### src/rtl/vid_timing_pkg.sv
// Shared types and timing arithmetic for the CMOS/DVP timing generator.
package vid_timing_pkg;

  typedef enum logic [1:0] {IDLE, RUN, STOPPING} tg_state_t;

  function automatic int h_total(int sync, int back, int disp, int front);
    return sync + back + disp + front;
  endfunction

  function automatic int v_total(int sync, int back, int disp, int front);
    return sync + back + disp + front;
  endfunction

  // BMP rows are padded to a multiple of 4 bytes.
  function automatic int row_stride(int hdisp, int bpp);
    return (hdisp * bpp + 3) & ~3;
  endfunction

endpackage

### src/rtl/vid_addr_gen.sv
// Pixel coordinate and BMP byte-address generator; row base is accumulated
// line by line so no multiplier sits on the row index.
module vid_addr_gen
  import vid_timing_pkg::*;
#(
  parameter int H_DISP    = 640,
  parameter int V_DISP    = 480,
  parameter int BPP       = 3,
  parameter int HDR_BYTES = 54,
  parameter int AW        = 21
) (
  input  logic          sys_clk,
  input  logic          sys_rst_n,
  input  logic          clr_i,
  input  logic          tick_i,
  input  logic          h_act_i,
  input  logic          v_act_i,
  input  logic          line_end_i,
  input  logic          frame_end_i,
  input  logic          bottom_up_i,
  input  logic          rd_en_i,
  output logic [AW-1:0] rd_addr_o,
  output logic [10:0]   pix_x_o,
  output logic [10:0]   pix_y_o
);

  localparam int STRIDE = row_stride(H_DISP, BPP);
  localparam logic [AW-1:0] HDR_BASE = AW'(HDR_BYTES);
  localparam logic [AW-1:0] TOP_BASE = AW'(HDR_BYTES + (V_DISP - 1) * STRIDE);

  logic [10:0]   px_q, px_d, py_q, py_d;
  logic [AW-1:0] col_q, col_d, roff_q, roff_d;
  logic [AW-1:0] row_base;

  always_comb begin
    px_d   = px_q;
    col_d  = col_q;
    py_d   = py_q;
    roff_d = roff_q;
    if (clr_i || !h_act_i || line_end_i) begin
      px_d  = '0;
      col_d = '0;
    end else if (tick_i) begin
      px_d  = px_q + 1'b1;
      col_d = col_q + AW'(BPP);
    end
    if (clr_i || !v_act_i || frame_end_i) begin
      py_d   = '0;
      roff_d = '0;
    end else if (line_end_i) begin
      py_d   = py_q + 1'b1;
      roff_d = roff_q + AW'(STRIDE);
    end
  end

  always_ff @(posedge sys_clk or negedge sys_rst_n) begin
    if (!sys_rst_n) begin
      px_q   <= '0;
      col_q  <= '0;
      py_q   <= '0;
      roff_q <= '0;
    end else begin
      px_q   <= px_d;
      col_q  <= col_d;
      py_q   <= py_d;
      roff_q <= roff_d;
    end
  end

  // Bottom-up walks down from the last stored row.
  assign row_base  = bottom_up_i ? (TOP_BASE - roff_q) : (HDR_BASE + roff_q);
  assign rd_addr_o = rd_en_i ? (row_base + col_q) : '0;
  assign pix_x_o   = rd_en_i ? px_q : '0;
  assign pix_y_o   = rd_en_i ? py_q : '0;

endmodule

### src/rtl/cmos_timing_gen.sv
// CMOS/DVP timing source: frame FSM, pixel/line counters and read-latency
// alignment of vsync/href/clken.
//   state    | meaning
//   IDLE     | counters held at 0, config latched on leaving
//   RUN      | generating frames, start high
//   STOPPING | start low, finishing the current frame
module cmos_timing_gen
  import vid_timing_pkg::*;
#(
  parameter int H_DISP    = 640,
  parameter int V_DISP    = 480,
  parameter int H_SYNC    = 5,
  parameter int H_BACK    = 5,
  parameter int H_FRONT   = 5,
  parameter int V_SYNC    = 1,
  parameter int V_BACK    = 0,
  parameter int V_FRONT   = 1,
  parameter int BPP       = 3,
  parameter int HDR_BYTES = 54,
  parameter int RD_LAT    = 2,
  parameter int AW        = 21,
  parameter int FCW       = 16
) (
  input  logic           sys_clk,
  input  logic           sys_rst_n,
  input  logic           start,
  input  logic           continuous,
  input  logic [FCW-1:0] frame_num,
  input  logic [3:0]     clk_div,
  input  logic           bottom_up,
  output logic           rd_en,
  output logic [AW-1:0]  rd_addr,
  output logic [10:0]    pix_x,
  output logic [10:0]    pix_y,
  output logic           frame_vsync,
  output logic           frame_href,
  output logic           frame_clken,
  output logic [FCW-1:0] frame_cnt,
  output logic           frame_done,
  output logic           busy
);

  localparam int CW      = 12;
  localparam int H_TOTAL = h_total(H_SYNC, H_BACK, H_DISP, H_FRONT);
  localparam int V_TOTAL = v_total(V_SYNC, V_BACK, V_DISP, V_FRONT);
  localparam logic [CW-1:0] H_LAST = CW'(H_TOTAL - 1);
  localparam logic [CW-1:0] V_LAST = CW'(V_TOTAL - 1);
  localparam logic [CW-1:0] HA_LO  = CW'(H_SYNC + H_BACK);
  localparam logic [CW-1:0] HA_HI  = CW'(H_SYNC + H_BACK + H_DISP);
  localparam logic [CW-1:0] VA_LO  = CW'(V_SYNC + V_BACK);
  localparam logic [CW-1:0] VA_HI  = CW'(V_SYNC + V_BACK + V_DISP);
  localparam logic [CW-1:0] VS_END = CW'(V_SYNC);

  tg_state_t      state_q, state_d;
  logic [3:0]     divcnt_q, divcnt_d;
  logic [CW-1:0]  hcnt_q, hcnt_d, vcnt_q, vcnt_d;
  logic [FCW-1:0] fcnt_q, fcnt_d;
  logic [3:0]     div_q;
  logic           bu_q, cont_q;
  logic [FCW-1:0] fnum_q;

  logic           run, tick, h_last, v_last, line_end, frame_end;
  logic           h_act, v_act, rd_en0, href0, vsync0, cfg_ld, last_frame;
  logic [FCW-1:0] fnum_eff;
  logic [FCW:0]   fcnt_inc;
  logic [2:0]     stage0;

  assign run       = (state_q != IDLE);
  assign tick      = run && (divcnt_q == div_q);
  assign h_last    = (hcnt_q == H_LAST);
  assign v_last    = (vcnt_q == V_LAST);
  assign line_end  = tick && h_last;
  assign frame_end = line_end && v_last;
  assign h_act     = (hcnt_q >= HA_LO) && (hcnt_q < HA_HI);
  assign v_act     = (vcnt_q >= VA_LO) && (vcnt_q < VA_HI);
  assign rd_en0    = tick && h_act && v_act;
  assign href0     = run && h_act && v_act;
  assign vsync0    = run && (vcnt_q >= VS_END);

  // frame_num of 0 behaves as a single frame.
  assign fnum_eff   = (fnum_q == '0) ? FCW'(1) : fnum_q;
  assign fcnt_inc   = {1'b0, fcnt_q} + 1'b1;
  assign last_frame = (fcnt_inc >= {1'b0, fnum_eff});

  always_comb begin
    state_d = state_q;
    cfg_ld  = 1'b0;
    case (state_q)
      IDLE: begin
        if (start) begin
          state_d = RUN;
          cfg_ld  = 1'b1;
        end
      end
      RUN, STOPPING: begin
        // A start level seen at the frame-end tick overrides an earlier drop.
        if (frame_end && (!start || (!cont_q && last_frame))) state_d = IDLE;
        else state_d = start ? RUN : STOPPING;
      end
      default: state_d = IDLE;
    endcase
  end

  always_comb begin
    divcnt_d = '0;
    hcnt_d   = '0;
    vcnt_d   = '0;
    if (run) begin
      hcnt_d = hcnt_q;
      vcnt_d = vcnt_q;
      if (tick) begin
        hcnt_d = h_last ? '0 : hcnt_q + 1'b1;
        if (h_last) vcnt_d = v_last ? '0 : vcnt_q + 1'b1;
      end else begin
        divcnt_d = divcnt_q + 1'b1;
      end
    end
    fcnt_d = fcnt_q;
    if (cfg_ld) fcnt_d = '0;
    else if (frame_end && (fcnt_q != '1)) fcnt_d = fcnt_q + 1'b1;
  end

  always_ff @(posedge sys_clk or negedge sys_rst_n) begin
    if (!sys_rst_n) begin
      state_q  <= IDLE;
      divcnt_q <= '0;
      hcnt_q   <= '0;
      vcnt_q   <= '0;
      fcnt_q   <= '0;
      div_q    <= '0;
      bu_q     <= 1'b0;
      cont_q   <= 1'b0;
      fnum_q   <= '0;
    end else begin
      state_q  <= state_d;
      divcnt_q <= divcnt_d;
      hcnt_q   <= hcnt_d;
      vcnt_q   <= vcnt_d;
      fcnt_q   <= fcnt_d;
      if (cfg_ld) begin
        div_q  <= clk_div;
        bu_q   <= bottom_up;
        cont_q <= continuous;
        fnum_q <= frame_num;
      end
    end
  end

  vid_addr_gen #(
    .H_DISP    (H_DISP),
    .V_DISP    (V_DISP),
    .BPP       (BPP),
    .HDR_BYTES (HDR_BYTES),
    .AW        (AW)
  ) u_addr (
    .sys_clk     (sys_clk),
    .sys_rst_n   (sys_rst_n),
    .clr_i       (!run),
    .tick_i      (tick),
    .h_act_i     (h_act),
    .v_act_i     (v_act),
    .line_end_i  (line_end),
    .frame_end_i (frame_end),
    .bottom_up_i (bu_q),
    .rd_en_i     (rd_en0),
    .rd_addr_o   (rd_addr),
    .pix_x_o     (pix_x),
    .pix_y_o     (pix_y)
  );

  assign stage0 = {vsync0, href0, rd_en0};

  generate
    if (RD_LAT == 0) begin : g_nodly
      assign {frame_vsync, frame_href, frame_clken} = stage0;
    end else begin : g_dly
      logic [2:0] pipe_q [RD_LAT];
      always_ff @(posedge sys_clk or negedge sys_rst_n) begin
        if (!sys_rst_n) begin
          for (int i = 0; i < RD_LAT; i++) pipe_q[i] <= '0;
        end else begin
          pipe_q[0] <= stage0;
          for (int i = 1; i < RD_LAT; i++) pipe_q[i] <= pipe_q[i-1];
        end
      end
      assign {frame_vsync, frame_href, frame_clken} = pipe_q[RD_LAT-1];
    end
  endgenerate

  assign rd_en      = rd_en0;
  assign frame_done = frame_end;
  assign frame_cnt  = fcnt_q;
  assign busy       = run;

endmodule
### config.mk
export PLATFORM = sky130hd
export DESIGN_NAME = cmos_timing_gen
export DESIGN_NICKNAME = d
export VERILOG_FILES = /design/src/rtl/vid_timing_pkg.sv /design/src/rtl/vid_addr_gen.sv /design/src/rtl/cmos_timing_gen.sv
export SDC_FILE = /design/constraint.sdc
export NUM_CORES = 1
export LEC_CHECK = 0
export CORE_ASPECT_RATIO = 1.2
export CORE_MARGIN = 5
export CORE_UTILIZATION = 49
export DETAILED_ROUTE_END_ITERATION = 12
export HOLD_SLACK_MARGIN = 0.1
export PLACE_DENSITY_LB_ADDON = 0.25
export SYNTH_ARGS = -nofsm -noshare
export SYNTH_HDL_FRONTEND = slang
export SYNTH_SLANG_ARGS = --single-unit
### constraint.sdc
create_clock -name sys_clk -period 3.8 [get_ports sys_clk]
set_clock_uncertainty 0.1 [all_clocks]
set_input_delay 0.76 -clock sys_clk [delete_from_list [all_inputs] [get_ports sys_clk]]
set_output_delay 0.76 -clock sys_clk [all_outputs]
set_load 0.02 [all_outputs]
==> qor.log, run 1 <==
[run_status] outcome finished with violations
[run_status] violations in the final reports negative setup slack
[timing] Hold Vio Cnt, Final 0
[timing] final count of pins violating max slew 0
[worst_setup_path] slowest stage cell, crit path sky130_fd_sc_hd__dfrtp_1
[power] total power of the final layout 4.52 mW
[logic_synthesis] part of the Yosys area used for sequential elements 39.4%
[cts] Clock transition at path regs 0.06 ns
[worst_setup_path] Max Fanout on Critical Path 4
[timing] Setup violations, final 10
[floorplanning] DIE HEIGHT 153 µm
[logic_synthesis] Area contributors post-synth sky130_fd_sc_hd__dfrtp_1, sky130_fd_sc_hd__xnor2_1, sky130_fd_sc_hd__ha_1
[global_routing] total overflow reported by the global router 0
[timing] setup TNS -1.68 ns
[drt] total number of vias 7409
[placed_design] global placer's final weighted congestion 0.880
[cts] clock tree from TritonCTS yes
[timing] achievable frequency 244 MHz
[logic_synthesis] synthesis warning total 0
[cts] CTS Buffer Depth 2
[timing] final cycle utilization of the critical path 108%
[timing] Worst Setup Slack, final -0.304 ns
[global_routing] pin count of the biggest net entering global routing 82
[placed_design] HPWL after detailed placement 14.3 mm
[logic_synthesis] Mapped Avg Cell Area 8.73 µm²
[logic_synthesis] leading register cell type out of synthesis sky130_fd_sc_hd__dfrtp_1
[run] number of maximum-capacitance violations 0
[worst_setup_path] delay of the slowest critical-path stage 0.43 ns
[floorplanning] Site Rows 52
[power] PwrDens 416 mW/mm²
[timing] RSZ-0062 raised after global routing true
[cells_and_area] nets@finish 1176
[drt] count of nets left with antenna violations after detail routing 0
[floorplanning] core outline area 0.0168 mm²
[timing] final critical path time including I/O delays and setup 4.10 ns
[drt] number of detailed-routing iterations run before antenna repair 4
[worst_setup_path] data arrival at the endpoint of the critical path 3.24 ns
[worst_setup_path] cell-by-cell listing of the critical path or3_4, a21o_1, o41ai_2, xnor2_1, ha_1, a21o_1, a2111oi_4, o2bb2ai_1, a31oi_1, xnor2_1, nor2_2, buf_6
[cells_and_area] diodes inserted 0
[global_routing] wire length of the first global-routing pass 34.9 mm
[cts] number of clock sinks 131
[logic_synthesis] post-synthesis instance total 953
[cts] Root Buffer sky130_fd_sc_hd__clkbuf_16
[logic_synthesis] top cell type by total area after synthesis sky130_fd_sc_hd__dfrtp_1
[logic_synthesis] library cells used by synthesis 58
[drt] routed via count divided by cell count 5.57
[logic_synthesis] proportion of synthesized flip-flops having asynchronous set or reset 100%
[logic_synthesis] number of enable flip-flop cells after synthesis 0
[cts] worst skew pair latency 0.42 ns
[cells_and_area] Cell Count, Final, Fillers Out 1331
[worst_setup_path] Required @ worst endpoint 2.94 ns
[cts] number of buffers inserted during clock tree synthesis 17
[timing] Worst slew margin 33.6%
[floorplanning] starting density of the core 49.6%
[drt] average wire per standard cell 15.5 µm
[worst_hold_path] worst hold-check path type flip-flop to flip-flop
[logic_synthesis] number of flip-flops and latches in the synthesized netlist 131
[logic_synthesis] netlist area before placement 0.00832 mm²
[worst_setup_path] critical path start-end classification flip-flop to primary output
[drt] number of design rule violations left after detail routing 0
[global_routing] Total GRT Usage 21.3%
[worst_setup_path] endpoint class of the critical path primary output
[cells_and_area] Design Area, Final 0.0109 mm²
[timing] Worst-Margin Slew 0.997 ns
[logic_synthesis] Yosys top cell area share 39.4%
[worst_setup_path] cell family with most CP delay compound AO/OA/AOI/OAI gates
[floorplanning] IO Pins 90
[drt] count of routing violations after the opening detailed-route iteration 408
[cells_and_area] fraction of layout cells with a size suffix above 1 16.6%
[placed_design] IO Port Bufs 89
[floorplanning] horizontal extent of the die 129 µm
[global_routing] vias in the first global route 7347
[power] leakage power 4.76 nW
[global_routing] initial antenna violation count 0
[cts] CTS H-Tree Depth 4
[worst_setup_path] total buffers and inverters traversed by the critical path 1
[worst_setup_path] startpoint type of the worst setup path flip-flop
[cells_and_area] Area growth syn-to-layout 30.5%
[power] Peak supply drop 0.000417 V
[placed_design] Placed Instance Area 0.00988 mm²
[placed_design] placed cell count 1289
[drt] sum of routed wire length over all layers 20.6 mm
[floorplanning] DIE AREA 0.0197 mm²
==> through the flow <==
stage	util [%]	hold WS [ns]	setup WS [ns]
global placement	58.9	0.232	-0.455
detailed placement	58.9	0.236	-0.518
CTS	64.2	0.252	-0.270
finish	64.7	0.249	-0.304
global route	64.7	0.256	-0.525
floorplan	-	0.231	0.0182
==> per-layer routing <==
layer	routed length [µm]	up-vias	track usage [%]
li1	-	3654	-
met1	8800	3562	27.1
met2	10600	144	35.8
met3	602	49	3.51
met4	640	0	8.90
met5	0	-	0
==> worst register-to-register path, cell delays in order (launching register included) <==
cell	delay, ns
sky130_fd_sc_hd__dfrtp_1	0.46
sky130_fd_sc_hd__ha_1	0.27
sky130_fd_sc_hd__nand3_1	0.19
sky130_fd_sc_hd__nor3_1	0.53
sky130_fd_sc_hd__nand2_1	0.14
sky130_fd_sc_hd__xnor2_1	0.23
sky130_fd_sc_hd__ha_1	0.28
sky130_fd_sc_hd__a21o_1	0.16
sky130_fd_sc_hd__a21o_1	0.18
sky130_fd_sc_hd__a211oi_1	0.22
sky130_fd_sc_hd__o21ai_0	0.13
sky130_fd_sc_hd__o21ai_0	0.19
==> cells by family after synthesis <==
kind of cell             share of synthesized area (%)
multiplexers                                      1.07
buffers and inverters                             3.64
adder cells (fa/ha/maj)                           7.22
other                                           0.0451
flip-flops                                        39.4
AO/OA/AOI/OAI                                     11.5
XOR/XNOR                                          10.4
AND/OR/NAND/NOR                                   26.7
==> report_power, final <==
part / internal (mW) / total [mW] / switching [mW]
Sequential: 1.54 / 1.64 / 0.102
Clock: 1.26 / 1.89 / 0.621
Combinational: 0.392 / 0.985 / 0.593
Total: 3.20 / 4.51 / 1.32
==> path summary, 6_finish.rpt <==
kind | slack (ns) | start | cells past startpoint | endpoint
min in group asynchronous | 0.30 | sys_rst_n | 1 | hcnt_q[9]
setup reg to reg | 0.64 | frame_cnt[0] | 11 | state_q[0]
max in group asynchronous | 2.54 | sys_rst_n | 2 | u_addr.py_q[1]
hold / removal | 0.25 | g_dly.pipe_q[3] | 0 | frame_clken
hold reg to reg | 0.25 | g_dly.pipe_q[3] | 0 | frame_clken
setup / recovery | -0.30 | u_addr.roff_q[8] | 12 | rd_addr[20]
==> area by class of cell <==
class / count / area [µm²]
clock buffer: 19 / 453
fill: 1377 / 5930
inverter: 38 / 143
tap: 216 / 270
multi-input combinational: 746 / 5030
clock inverter: 12 / 229
sequential: 131 / 3280
timing repair buffer: 169 / 1460
==> what timing repair did <==
item | 4_1_cts | 5_1_grt
buffers inserted | 8 | 3
resized for setup | 131 | 33
setup endpoints to repair | 44 | 43
hold buffers | 0 | 0
pin swaps | 24 | 25
==> cells in the final DEF, fill, tap and decap left out, drive strengths merged, types with 4 or more instances in the layout <==
cell type,count
dfrtp,131
nor2,116
buf,91
nand2,89
xnor2,75
nand3,56
o21ai,50
ha,48
clkdlybuf4s50,44
a21oi,40
inv,38
nor3,30
and2,28
xor2,24
clkbuf,24
nand4,20
dlygate4sd2,18
and3,18
nor4,15
or3,13
a21o,11
clkdlybuf4s15,11
and4,10
a31oi,10
nand3b,7
mux2,7
nor2b,6
bufinv,6
or2,6
o211ai,5
nor3b,5
nor4b,5
a211oi,4
or4,4
a2111oi,4
==> flip-flops by register name (all words and copies together), names as in the netlist <==
signal and flops:
div_q 4, u_addr.roff_q 14, frame_href 1, state_q 2, frame_clken 1, divcnt_q 4
g_dly.pipe_q 3, u_addr.col_q 21, frame_cnt 16, u_addr.px_q 11, cont_q 1, u_addr.py_q 11
fnum_q 16, frame_vsync 1, vcnt_q 12, bu_q 1, hcnt_q 12
==> Yosys cell counts (6+ instances only) <==
cell,n
sky130_fd_sc_hd__a21o_1,11
sky130_fd_sc_hd__nand3b_1,7
sky130_fd_sc_hd__ha_1,48
sky130_fd_sc_hd__nor3_1,30
sky130_fd_sc_hd__a21oi_1,40
sky130_fd_sc_hd__xor2_1,24
sky130_fd_sc_hd__and3_1,18
sky130_fd_sc_hd__xnor2_1,75
sky130_fd_sc_hd__nor2_1,116
sky130_fd_sc_hd__and4_1,10
sky130_fd_sc_hd__nor4_1,11
sky130_fd_sc_hd__a31oi_1,10
sky130_fd_sc_hd__o21ai_0,50
sky130_fd_sc_hd__and2_1,28
sky130_fd_sc_hd__clkbuf_1,33
sky130_fd_sc_hd__nand2_1,89
sky130_fd_sc_hd__dfrtp_1,131
sky130_fd_sc_hd__inv_1,38
sky130_fd_sc_hd__nand3_1,56
sky130_fd_sc_hd__mux2_2,7
sky130_fd_sc_hd__nor2b_1,6
sky130_fd_sc_hd__or3_1,12
sky130_fd_sc_hd__nand4_1,20
No activity file was read; power rests on OpenSTA's default activity.
==> run 2: changes to the inputs <==
--- a/config.mk
+++ b/config.mk
@@ -10,7 +10,8 @@
 export CORE_UTILIZATION = 49
 export DETAILED_ROUTE_END_ITERATION = 12
 export HOLD_SLACK_MARGIN = 0.1
-export PLACE_DENSITY_LB_ADDON = 0.25
+export PLACE_DENSITY = 0.74
+export SLEW_MARGIN = 20
 export SYNTH_ARGS = -nofsm -noshare
 export SYNTH_HDL_FRONTEND = slang
 export SYNTH_SLANG_ARGS = --single-unit
==> run 2 against run 1 <==
  * The flow still finishes with violations (negative setup slack)
  * Power decreased by 4.3%
  * Register-to-register slack improved by 0.19 ns
  * Routed wire length decreased by 0.25%
  * Critical path type unchanged
  * Largest power group unchanged
==> qor.log, run 2 (synthesis results as in run 1) <==
[drt] count of nets left with antenna violations after detail routing 0
[global_routing] total overflow reported by the global router 0
[cts] number of buffers inserted during clock tree synthesis 17
[timing] final cycle utilization of the critical path 109%
[floorplanning] DIE HEIGHT 153 µm
[worst_hold_path] worst hold-check path type flip-flop to flip-flop
[cells_and_area] diodes inserted 0
[run_status] violations in the final reports negative setup slack
[floorplanning] horizontal extent of the die 129 µm
[drt] sum of routed wire length over all layers 20.5 mm
[cts] worst skew pair latency 0.42 ns
[worst_setup_path] critical path start-end classification flip-flop to primary output
[drt] number of detailed-routing iterations run before antenna repair 5
[placed_design] worst slack at placement -0.530 ns
[floorplanning] Site Rows 52
[drt] routed wire length on met3 775 µm
[placed_design] IO Port Bufs 89
[worst_setup_path] endpoint class of the critical path primary output
[floorplanning] IO Pins 90
[global_routing] initial antenna violation count 0
[power] leakage power 4.64 nW
[global_routing] wire length of the first global-routing pass 35.3 mm
[worst_setup_path] startpoint type of the worst setup path flip-flop
[global_routing] vias in the first global route 7433
[timing] Setup violations, final 9
[floorplanning] starting density of the core 49.6%
[timing] final count of pins violating max slew 0
[timing] Worst Setup Slack, final -0.331 ns
[timing] Worst-Margin Slew 0.948 ns
[floorplanning] DIE AREA 0.0197 mm²
[power] PwrDens 406 mW/mm²
[timing] Hold Slack 0.246 ns
[placed_design] HPWL after detailed placement 14.3 mm
[cts] clock tree from TritonCTS yes
[cts] CTS Buffer Depth 2
[cts] number of clock sinks 131
[worst_setup_path] Reg2Reg Depth 12
[worst_setup_path] Max Fanout on Critical Path 3
[timing] Hold Vio Cnt, Final 0
[placed_design] global placer's final weighted congestion 0.906
[worst_setup_path] data arrival at the endpoint of the critical path 3.27 ns
[cells_and_area] fraction of layout cells with a size suffix above 1 18.6%
[run] number of maximum-capacitance violations 0
[drt] average wire per standard cell 15.5 µm
[drt] routed via count divided by cell count 5.60
[timing] Worst slew margin 36.8%
[cells_and_area] Area growth syn-to-layout 28.0%
[drt] number of design rule violations left after detail routing 0
[cts] Clock transition at path regs 0.06 ns
[global_routing] Total GRT Usage 21.5%
[drt] total number of vias 7425
[cells_and_area] Filler Cells Inserted 1358
[cts] # hold bufs at CTS 0
[drt] M1 wire length 8.41 mm
[run_status] outcome finished with violations
[timing] final critical path time including I/O delays and setup 4.13 ns
[worst_setup_path] Required @ worst endpoint 2.94 ns
[cells_and_area] Largest register FFs 21
[cells_and_area] nets@finish 1171
[cells_and_area] Top reg by flops u_addr.col_q
[worst_hold_path] Hold Path Depth 0
[cts] CTS H-Tree Depth 4
[timing] achievable frequency 242 MHz
[cells_and_area] highest-count cells in the layout ignoring fill and taps sky130_fd_sc_hd__dfrtp_1, sky130_fd_sc_hd__nor2_1, sky130_fd_sc_hd__nand2_1, sky130_fd_sc_hd__buf_4, sky130_fd_sc_hd__xnor2_1
[floorplanning] core outline area 0.0168 mm²
[drt] detailed route wirelength on metal2 10.8 mm
[drt] uppermost routed layer met4
[drt] count of routing violations after the opening detailed-route iteration 419
[cts] Root Buffer sky130_fd_sc_hd__clkbuf_16
[global_routing] pin count of the biggest net entering global routing 83
[power] Peak supply drop 0.000400 V
[cells_and_area] most frequent standard cell in the layout excluding fill and tap cells sky130_fd_sc_hd__dfrtp_1
[timing] RSZ-0062 raised after global routing true
-- run 2: power by group --
part	total, mW	leakage, nW	internal, mW	switching (mW)
sequential	1.64	1.78	1.54	0.0935
combinational	0.999	2.56	0.397	0.603
clock	1.69	0.294	1.09	0.594
-- run 2: timing repair --
action | in CTS | in global routing
endpoints found under the setup margin | 44 | 42
gates cloned | 0 | 0
setup buffers | 7 | 0
gates resized for setup | 131 | 75
pin swaps | 27 | 23
-- run 2: final timing paths --
path / start / end / slack, ns
setup / recovery: u_addr.roff_q[9] / rd_addr[20] / -0.33
hold / removal: g_dly.pipe_q[5] / frame_vsync / 0.25
setup reg to reg: frame_cnt[0] / state_q[0] / 0.83
hold reg to reg: g_dly.pipe_q[5] / frame_vsync / 0.25
max in group asynchronous: sys_rst_n / frame_cnt[3] / 2.59
min in group asynchronous: sys_rst_n / u_addr.px_q[5] / 0.27
-- run 2: layout make-up --
cell class                 count  area (µm²)  area share [%]
multi-input combinational    746        5020            47.1
sequential                   131        3280            30.8
timing repair buffer         164        1330            12.5
clock buffer                  22         484            4.54
tap                          216         270            2.54
inverter                      38         143            1.34
clock inverter                 9         128            1.20
-- run 2: critical path, stage by stage (launching register included) --
cell and delay, ns:
sky130_fd_sc_hd__dfrtp_1 0.40, sky130_fd_sc_hd__or3_4 0.40, sky130_fd_sc_hd__a21o_1 0.22, sky130_fd_sc_hd__o41ai_2 0.23, sky130_fd_sc_hd__xnor2_1 0.17, sky130_fd_sc_hd__ha_1 0.27
sky130_fd_sc_hd__a21o_1 0.22, sky130_fd_sc_hd__a2111oi_4 0.35, sky130_fd_sc_hd__o2bb2ai_1 0.15, sky130_fd_sc_hd__a31oi_1 0.06, sky130_fd_sc_hd__xnor2_1 0.15, sky130_fd_sc_hd__nor2_2 0.10
sky130_fd_sc_hd__buf_6 0.12
-- run 2: metal layers --
layer,up-vias,track usage [%]
li1,3643,-
met1,3578,26.7
met2,157,36.7
met3,47,3.82
met4,0,8.75
met5,-,0
-- run 2: stage by stage --
step	power [mW]	setup TNS (ns)	utilization [%]	std cells	instance area, µm²
after floorplan	2.28	0	-	954	8330
after global placement	2.60	-2.50	58.7	1288	9860
after detailed placement	2.63	-3.19	58.7	1288	9860
after CTS	4.35	-2.02	63.3	1326	10600
after global routing	4.56	-3.04	63.5	1326	10700
final	4.32	-1.51	63.5	1326	10700
